## config.mk

```make
export PLATFORM = sky130hd
export DESIGN_NAME = cc_frame_decoder
export DESIGN_NICKNAME = d
export VERILOG_FILES = /design/src/rtl/cc_pkg.sv /design/src/rtl/cc_shift_rx.sv /design/src/rtl/cc_frame_decoder.sv
export SDC_FILE = /design/constraint.sdc
export NUM_CORES = 1
export LEC_CHECK = 0
export BUFFER_PORTS_ARGS = -buffer_cell sky130_fd_sc_hd__buf_2
export CAP_MARGIN = 0
export CELL_PAD_IN_SITES_DETAIL_PLACEMENT = 0
export CELL_PAD_IN_SITES_GLOBAL_PLACEMENT = 2
export CORE_UTILIZATION = 42
export CTS_CLUSTER_SIZE = 20
export DETAILED_ROUTE_END_ITERATION = 7
export GPL_ROUTABILITY_DRIVEN = 0
export PLACE_DENSITY = 0.92
export SKIP_LAST_GASP = 1
export SLEW_MARGIN = 5
export SYNTH_ARGS = -nofsm -noshare
export SYNTH_HDL_FRONTEND = slang
export SYNTH_HIERARCHICAL = 1
export SYNTH_SLANG_ARGS = --single-unit
```

## constraint.sdc

```tcl
create_clock -name CBCLK -period 9.39 [get_ports CBCLK]
set_clock_uncertainty 0.15 [all_clocks]
set_input_delay 0.4695 -clock CBCLK [delete_from_list [all_inputs] [get_ports CBCLK]]
set_output_delay 0.4695 -clock CBCLK [all_outputs]
set_load 0.1 [all_outputs]
```

## src/rtl/cc_pkg.sv

```systemverilog
// Shared definitions for the C&C frame decoder: FSM encoding, control-word
// field positions and frame-length derivation.
package cc_pkg;

    typedef enum logic [1:0] {
        ST_IDLE  = 2'd0,
        ST_ARM   = 2'd1,
        ST_SHIFT = 2'd2,
        ST_CHECK = 2'd3
    } cc_state_e;

    localparam int unsigned RX_SEL_W = 3;
    localparam int unsigned CTRL_W   = 18;

    // ctrl = {clock_select[3:0], OC[6:0], MODE, PGA, DITHER, RAND, ATTEN[1:0], spare}
    localparam int unsigned CTRL_SPARE_BIT  = 0;
    localparam int unsigned CTRL_ATTEN_LSB  = 1;
    localparam int unsigned CTRL_RAND_BIT   = 3;
    localparam int unsigned CTRL_DITHER_BIT = 4;
    localparam int unsigned CTRL_PGA_BIT    = 5;
    localparam int unsigned CTRL_MODE_BIT   = 6;
    localparam int unsigned CTRL_OC_LSB     = 7;
    localparam int unsigned CTRL_CLKSEL_LSB = 14;
    localparam int unsigned CTRL_REF_EXT_BIT = CTRL_CLKSEL_LSB + 1;
    localparam int unsigned CTRL_SRC122_BIT  = CTRL_CLKSEL_LSB + 2;

    // Total serial frame length: PTT + ADDR + RX_SEL + FREQ + CTRL (+ parity)
    function automatic int unsigned frame_bits(input int unsigned addr_w,
                                               input int unsigned freq_w,
                                               input int unsigned parity_en);
        return 1 + addr_w + RX_SEL_W + freq_w + CTRL_W + parity_en;
    endfunction

endpackage

```

## src/rtl/cc_shift_rx.sv

```systemverilog
// Frame receiver: detects the CLRCLK high->low marker, shifts FRAME_BITS of
// CC data MSB first and pulses done_o for the single CHECK cycle.
// Ports: clk_i/rst_i clock and async reset, clrclk_i frame marker, cc_i data,
//        frame_o captured frame word, done_o frame-complete pulse,
//        trunc_c (combinational) marker seen mid-frame on this edge.
module cc_shift_rx
    import cc_pkg::*;
#(
    parameter int unsigned FRAME_BITS = 59
) (
    input  logic                  clk_i,
    input  logic                  rst_i,
    input  logic                  clrclk_i,
    input  logic                  cc_i,
    output logic [FRAME_BITS-1:0] frame_o,
    output logic                  done_o,
    output logic                  trunc_c
);

    localparam int unsigned        CNT_W    = $clog2(FRAME_BITS);
    localparam logic [CNT_W-1:0]   CNT_LOAD = CNT_W'(FRAME_BITS - 1);

    cc_state_e               state_q;
    logic [CNT_W-1:0]        cnt_q;
    logic [FRAME_BITS-1:0]   sr_q;
    logic                    clr_q;
    logic                    done_q;

    // A fresh 1->0 marker before the last bit restarts the frame.
    assign trunc_c = (state_q == ST_SHIFT) && clr_q && !clrclk_i && (cnt_q != '0);

    assign frame_o = sr_q;
    assign done_o  = done_q;

    always_ff @(posedge clk_i or posedge rst_i) begin
        if (rst_i) begin
            state_q <= ST_IDLE;
            cnt_q   <= '0;
            sr_q    <= '0;
            clr_q   <= 1'b0;
            done_q  <= 1'b0;
        end else begin
            clr_q  <= clrclk_i;
            done_q <= 1'b0;
            unique case (state_q)
                ST_IDLE: begin
                    if (clrclk_i) state_q <= ST_ARM;
                end
                ST_ARM: begin
                    if (!clrclk_i) begin
                        cnt_q   <= CNT_LOAD;
                        state_q <= ST_SHIFT;
                    end
                end
                ST_SHIFT: begin
                    if (trunc_c) begin
                        cnt_q <= CNT_LOAD;
                        sr_q  <= '0;
                    end else begin
                        sr_q <= {sr_q[FRAME_BITS-2:0], cc_i};
                        if (cnt_q == '0) begin
                            state_q <= ST_CHECK;
                            done_q  <= 1'b1;
                        end else begin
                            cnt_q <= cnt_q - CNT_W'(1);
                        end
                    end
                end
                ST_CHECK: begin
                    state_q <= ST_IDLE;
                end
                default: state_q <= ST_IDLE;
            endcase
        end
    end

endmodule

```

## src/rtl/cc_frame_decoder.sv

```systemverilog
// C&C serial frame decoder: receives frames via cc_shift_rx, checks parity and
// address, and commits PTT, per-receiver frequency and the control word.
// Ports: CBCLK clock, reset async active-high, CLRCLK frame marker, CC data,
//        ADDRESS card address; PTT_out, frequency_HZ (flattened per receiver),
//        ctrl, ref_ext/source_122MHZ (clock_select bits), frame_valid,
//        parity_err, frame_err one-cycle pulses, err_count saturating errors.
module cc_frame_decoder
    import cc_pkg::*;
#(
    parameter int unsigned NUM_RX    = 4,
    parameter int unsigned FREQ_W    = 32,
    parameter int unsigned ADDR_W    = 4,
    parameter int unsigned PARITY_EN = 1
) (
    input  logic                     CBCLK,
    input  logic                     reset,
    input  logic                     CLRCLK,
    input  logic                     CC,
    input  logic [ADDR_W-1:0]        ADDRESS,
    output logic                     PTT_out,
    output logic [NUM_RX*FREQ_W-1:0] frequency_HZ,
    output logic [CTRL_W-1:0]        ctrl,
    output logic                     ref_ext,
    output logic                     source_122MHZ,
    output logic                     frame_valid,
    output logic                     parity_err,
    output logic                     frame_err,
    output logic [7:0]               err_count
);

    localparam int unsigned FRAME_BITS = frame_bits(ADDR_W, FREQ_W, PARITY_EN);
    localparam int unsigned CTRL_LSB   = PARITY_EN;
    localparam int unsigned FREQ_LSB   = CTRL_LSB + CTRL_W;
    localparam int unsigned RX_LSB     = FREQ_LSB + FREQ_W;
    localparam int unsigned ADDR_LSB   = RX_LSB + RX_SEL_W;
    localparam int unsigned PTT_BIT    = ADDR_LSB + ADDR_W;

    logic [FRAME_BITS-1:0] frame;
    logic                  done;
    logic                  trunc;

    cc_shift_rx #(
        .FRAME_BITS (FRAME_BITS)
    ) u_rx (
        .clk_i    (CBCLK),
        .rst_i    (reset),
        .clrclk_i (CLRCLK),
        .cc_i     (CC),
        .frame_o  (frame),
        .done_o   (done),
        .trunc_c  (trunc)
    );

    // Field extraction from the captured frame word
    logic                f_ptt;
    logic [ADDR_W-1:0]   f_addr;
    logic [RX_SEL_W-1:0] f_rx;
    logic [FREQ_W-1:0]   f_freq;
    logic [CTRL_W-1:0]   f_ctrl;
    logic                parity_ok;
    logic                err_inc;

    assign f_ptt  = frame[PTT_BIT];
    assign f_addr = frame[ADDR_LSB +: ADDR_W];
    assign f_rx   = frame[RX_LSB +: RX_SEL_W];
    assign f_freq = frame[FREQ_LSB +: FREQ_W];
    assign f_ctrl = frame[CTRL_LSB +: CTRL_W];

    // Even parity over the whole frame; always passes without a parity bit
    assign parity_ok = (PARITY_EN == 0) || !(^frame);
    assign err_inc   = trunc || (done && !parity_ok);

    logic                     ptt_q;
    logic [NUM_RX*FREQ_W-1:0] freq_q;
    logic [CTRL_W-1:0]        ctrl_q;
    logic                     fv_q;
    logic                     pe_q;
    logic                     fe_q;
    logic [7:0]               err_q;

    // Commit and error bookkeeping
    always_ff @(posedge CBCLK or posedge reset) begin
        if (reset) begin
            ptt_q  <= 1'b0;
            freq_q <= '0;
            ctrl_q <= '0;
            fv_q   <= 1'b0;
            pe_q   <= 1'b0;
            fe_q   <= 1'b0;
            err_q  <= '0;
        end else begin
            fv_q <= 1'b0;
            pe_q <= 1'b0;
            fe_q <= trunc;
            if (done) begin
                if (!parity_ok) begin
                    pe_q <= 1'b1;
                end else begin
                    ptt_q <= f_ptt;
                    if (f_addr == ADDRESS) begin
                        ctrl_q <= f_ctrl;
                        fv_q   <= 1'b1;
                        for (int unsigned k = 0; k < NUM_RX; k++) begin
                            if (32'(f_rx) == k) freq_q[k*FREQ_W +: FREQ_W] <= f_freq;
                        end
                    end
                end
            end
            if (err_inc && (err_q != 8'hFF)) err_q <= err_q + 8'd1;
        end
    end

    assign PTT_out       = ptt_q;
    assign frequency_HZ  = freq_q;
    assign ctrl          = ctrl_q;
    assign ref_ext       = ctrl_q[CTRL_REF_EXT_BIT];
    assign source_122MHZ = ctrl_q[CTRL_SRC122_BIT];
    assign frame_valid   = fv_q;
    assign parity_err    = pe_q;
    assign frame_err     = fe_q;
    assign err_count     = err_q;

endmodule

```

### Word-level counts from Yosys, hierarchy flattened

Index checks and enable logic that the tools add are counted.

| storage, ports and cells | value |
|---|---|
| bits in registers | 227 |
| input bits | 8 |
| output and inout port bits | 160 |
| word-level logic and storage cells | 70 |

| cells by class | value |
|---|---|
| $add $sub $neg | 2 |
| equality and inequality tests | 13 |
| multiplexer cells | 18 |
| bitwise gates (word level) | 1 |
| reduce and logical (&&, ||, !) cells | 21 |

Operators with widths:

| operator | count |
|---|---|
| 59-bit 2-to-1 mux | 1 |
| 59-bit XOR reduction | 1 |
| 4-bit AND reduction | 5 |
| 6-bit 2-to-1 mux | 3 |
| 6-bit one-hot mux with 2 select lines | 1 |
| 8-bit by 1-bit adder with 8-bit output, second input constant | 1 |
| 1-bit 2-to-1 mux | 8 |
| 2-bit 2-to-1 mux | 4 |
| 2-bit inequality test, second input constant | 4 |
| 8-bit inequality test, second input constant | 1 |
| 2-bit one-hot mux with 4 select lines | 1 |
| 3-bit by 2-bit == test with 1-bit output, second input constant | 2 |
| 6-bit zero test | 1 |
| 3-bit AND reduction | 2 |
| 6-bit nonzero test | 1 |
| 6-bit by 1-bit subtractor with 6-bit output, second input constant | 1 |
| 1-bit logical AND | 5 |
| 2-bit == test, second input constant | 2 |
| 4-bit == test | 1 |
| 3-bit by 1-bit == test with 1-bit output, second input constant | 1 |
| 3-bit zero test | 1 |
| 3-bit inequality test, second input constant | 1 |
| 2-bit by 1-bit == test with 1-bit output, second input constant | 1 |
| 2-bit zero test | 1 |
| other kinds (5) | 5 |

### Depth between registers and ports, before layout

| depth | value |
|---|---|
| depth in word-level cells | 6 |
| depth in mapped cells | 11 |
| gate-level depth less buffers | 9 |

### Hierarchy

Netlist, hierarchy kept.

Modules (own cells, without submodules):

| module | times used | cells an instance | area each (µm²) | seq. area each (µm²) |
|---|---|---|---|---|
| cc_frame_decoder | 1 | 426 | 6,678.9 | 3,953.8 |
| cc_shift_rx | 1 | 190 | 2,681.3 | 1,726.7 |

### Worst setup path before layout

OpenSTA, ideal clock, no wires.

| path | value |
|---|---|
| path type | register -> register |
| start | register u_rx.sr_q[38], in the netlist u_rx/frame_o[38] |
| end | register freq_q[0], in the netlist frequency_HZ[0] |
| setup time | 0.125 ns |
| arrival time | 2.968 ns |
| data required time | 9.115 ns |
| setup slack | 6.147 ns |
| cell stages (with the launch flop) | 12 |
| path buffers | 3 |
| period minus slack after synthesis | 3.243 ns |
| path through | dfrtp_1 -> xor2_1 -> xnor2_1 -> xnor2_2 -> xnor3_1 -> xnor3_2 -> and3_1 -> buf_2 -> or4b_1 -> buf_2 -> buf_6 -> mux2_4 |

| between the ends | value |
|---|---|
| word-level cells in the longest chain between the ends | 3 |

Ends and longest elaborated chain:

| item | RTL line | source |
|---|---|---|
| from (decl) | cc_shift_rx.sv:25 | `logic [FRAME_BITS-1:0] sr_q;` |
| from (signal assigned) | cc_shift_rx.sv:60 | `sr_q <= {sr_q[FRAME_BITS-2:0], cc_i};` |
| 59-bit XOR reduction | cc_frame_decoder.sv:70 | `assign parity_ok = (PARITY_EN == 0) \|\| !(^frame);` |
| 1-bit inverter (no line) | -- |  |
| 4-bit AND reduction (no line) | -- |  |
| to (signal, indexed assignment) | cc_frame_decoder.sv:104 | `if (32'(f_rx) == k) freq_q[k*FREQ_W +: FREQ_W] <= f_freq;` |
| to (decl) | cc_frame_decoder.sv:74 | `logic [NUM_RX*FREQ_W-1:0] freq_q;` |

Every way passes these cells.
A chain may end at the register's enable or synchronous reset.

### Worst setup path in the final report

| path | value |
|---|---|
| start | register u_rx.sr_q[48], in the netlist u_rx/frame_o[48] |
| end | register freq_q[9], in the netlist frequency_HZ[9] |

Same word-level chain as after synthesis.

==> run metrics <==
status=complete, but fails checks; violations in the final reports=negative hold slack; total number of nets in the final design=798; post-DR vias/cell=5.13; number of nets produced by synthesis=630; Yosys warning count=6; maximum vdd ir drop=0.147 mV; cell at the root of the clock tree=clkbuf_16; Synth top area share=0.607; die width=151 um; wire length of the first global-routing pass=31000 um; hold violation count in the final report=37; average footprint of a synthesized cell=15.2 sq um; maximum operating frequency=225 MHz; antenna viol nets, final=0; worst slew margin relative to its limit=0.269; final routed DRC violation total=0; kind of end point of the critical path=register; routed vias=5543; half-perimeter wire length after detailed placement=12300 um; Placed Instances=1036; Crit Path Category=register to register; IO Count=168; Period Utilization, post-route=0.473; synthesis-to-finish area growth=19.9%; kind of start point of the critical path=register; Power Dens Cells=225 nW/um^2; CP most frequent cell=xnor2_1; post-synthesis cell area=9360 sq um; initial core utilization=0.429; Clock Path Buffers=3; Post CTS Setup Buffer Count=0; number of H-tree levels=1; layout cells sized above 1=0.466; internal reg-to-reg setup slack=4.95 ns; number of failing setup endpoints in the final timing report=0; Total GRT Usage=0.174; Floorplan Core Area=21800 sq um; aggregate global routing overflow=0; Slowest cell on crit path=and3_1; worst flop-to-flop path endpoint=frequency_HZ[9]; Clk Latency, worst-skew pair=0.51 ns; wirelength, routed=19700 um; # resized after CTS=0; Distinct cells, synth=50; class of the most critical hold timing path=input port to asynchronous set/reset pin; cells along the critical path=xnor2_1 > xnor2_1 > xnor2_1 > xnor3_1 > xnor3_2 > and3_1 > or4b_2 > buf_4 > mux2_4; number of detailed-routing iterations run before antenna repair=4; vias in the first global route=5458; sequential share of the synthesized area=0.607; final-report max-slew violation count=0; initial antenna violation count=0; DIE AREA=22900 sq um; number of CTS-inserted buffers=25; non-filler cells in the finished layout=1080; input/output buffers=167; leading post-synthesis cells by cell area=dfrtp_1 (61%), mux2_2 (14%), a22o_1 (5.5%), mux2_4 (4.8%), xnor2_1 (4.3%); Initial DRC Count=192; RSZ-0062 raised after global routing=no; summed negative setup slack over all endpoints=0 ns; Arr. time, crit path=4.68 ns; dominant cell type by area after synthesis=dfrtp_1; Final min period=4.44 ns; highest fanout seen on the critical path=32; CP top delay family=XOR/XNOR gates; delay of the slowest critical-path stage=0.81 ns; row count=54; number of sinks driven by the clock tree=227; depth of the worst register-to-register path=9; most frequent cells in the layout=dfrtp_1 (227), buf_2 (167), mux2_2 (115); commonest non-fill, non-tap cell in the layout=dfrtp_1; Post-CTS Hold Fix Bufs=1; Buf/Inv on CP=1; leakage power summed over all cells=6.07 nW; antenna cells=0; number of max-capacitance violations reported=0; die height=151 um; TritonCTS clock tree=built; maximum number of pins on one net before global-route repair=86; Least-Margin Pin Slew=1.10 ns; Placement Setup Slack=4.93 ns; hold slack=-0.0232 ns; CTS clk-pin slew, worst paths=0.06 ns; routed length per placed instance=18.3 um; Mapped Cells=616; number of register bits inferred by synthesis=227; final setup slack of the worst path=4.95 ns; critical register-to-register path startpoint=u_rx/frame_o[48]; Critical Path RT=9.63 ns
==> final cells by class <==
class                   instances  area [sq um]
clock buffers                  32           682
clock inverters                11           115
fillers                      1871         10600
inverters                       9          40.0
multi-input cells             346          3460
flip-flops and latches        227          5680
well taps                     280           350
repair buffers                175           898
==> registers in the layout, summed over array words and instances, names as in the netlist <==
register and count:
frame_err 1, frequency_HZ 128, err_count 8, u_rx/cnt_q 6
parity_err 1, u_rx/frame_o 59, u_rx/done_o 1, ctrl 18
frame_valid 1, PTT_out 1, u_rx/clr_q 1, u_rx/state_q 2
==> routing by layer <==
metal | GRT usage | part of all wire | vias to the layer above
met5 | 0 | 0 | -
met4 | 0.0395 | 0.012 | 0
met3 | 0.0271 | 0.045 | 21
met2 | 0.279 | 0.47 | 124
met1 | 0.249 | 0.47 | 2861
li1 | - | - | 2537
==> stage by stage <==
stage / utilization / power [mW] / area, sq um
after detailed placement: 0.477 / 1.59 / 10400
after floorplan: - / 1.52 / 9360
after global routing: 0.514 / 2.64 / 11200
after CTS: 0.514 / 2.56 / 11200
after global placement: 0.477 / 1.59 / 10400
final: 0.514 / 2.53 / 11200
==> Yosys cell counts (all sizes together) <==
cell     count
dfrtp      227
mux2       149
a22o        59
xnor2       47
buf         25
xor2        11
nor2        10
clkbuf       9
inv          9
nand2        9
and3         6
ha           6
a21oi        4
nand3        4
o21ai        4
a31oi        3
and2         3
xnor3        3
and4         2
mux2i        2
nand2b       2
nor2b        2
nor3b        2
nor4bb       2
o21a         2
o22a         2
or4b         2
a21bo        1
a221o        1
nand4        1
nand4b       1
nor3         1
nor4         1
o21bai       1
o221ai       1
o2bb2ai      1
or2          1
==> worst register-to-register path, delay by kind of cell, from the launching register on <==
family,cells,cell delay (ns)
AND/OR/NAND/NOR,2,1.47
multiplexers,1,0.39
flip-flops,1,0.46
buffers and inverters,1,0.34
XOR/XNOR,5,1.50
==> how the worst max path moves through the flow <==
| stage | cells past startpoint | endpoint | start |
|---|---|---|---|
| floorplan | 1 | PTT_out | reset |
| global placement | 9 | frequency_HZ[11] | u_rx/frame_o[46] |
| detailed placement | 9 | frequency_HZ[9] | u_rx/frame_o[46] |
| CTS | 9 | frequency_HZ[9] | u_rx/frame_o[46] |
| global route | 9 | frequency_HZ[33] | u_rx/frame_o[46] |
| finish | 9 | frequency_HZ[9] | u_rx/frame_o[48] |
==> logic make-up after synthesis <==
| logic type | count (synthesis) | share of synthesized area |
|---|---|---|
| fa+ha+maj | 6 | 0.00802 |
| mux | 151 | 0.193 |
| compound gates | 79 | 0.0704 |
| buf+inv | 43 | 0.0270 |
| simple gates | 49 | 0.0318 |
| xor+xnor | 61 | 0.0624 |
| flops | 227 | 0.607 |
==> report_power, final <==
part | total (mW) | internal (mW) | switching [mW]
sequential | 1.07 | 1.02 | 0.0476
combinational | 0.509 | 0.212 | 0.297
clock | 0.953 | 0.566 | 0.387
total | 2.53 | 1.80 | 0.731
Note: power is estimated with default switching activity, not from simulation.
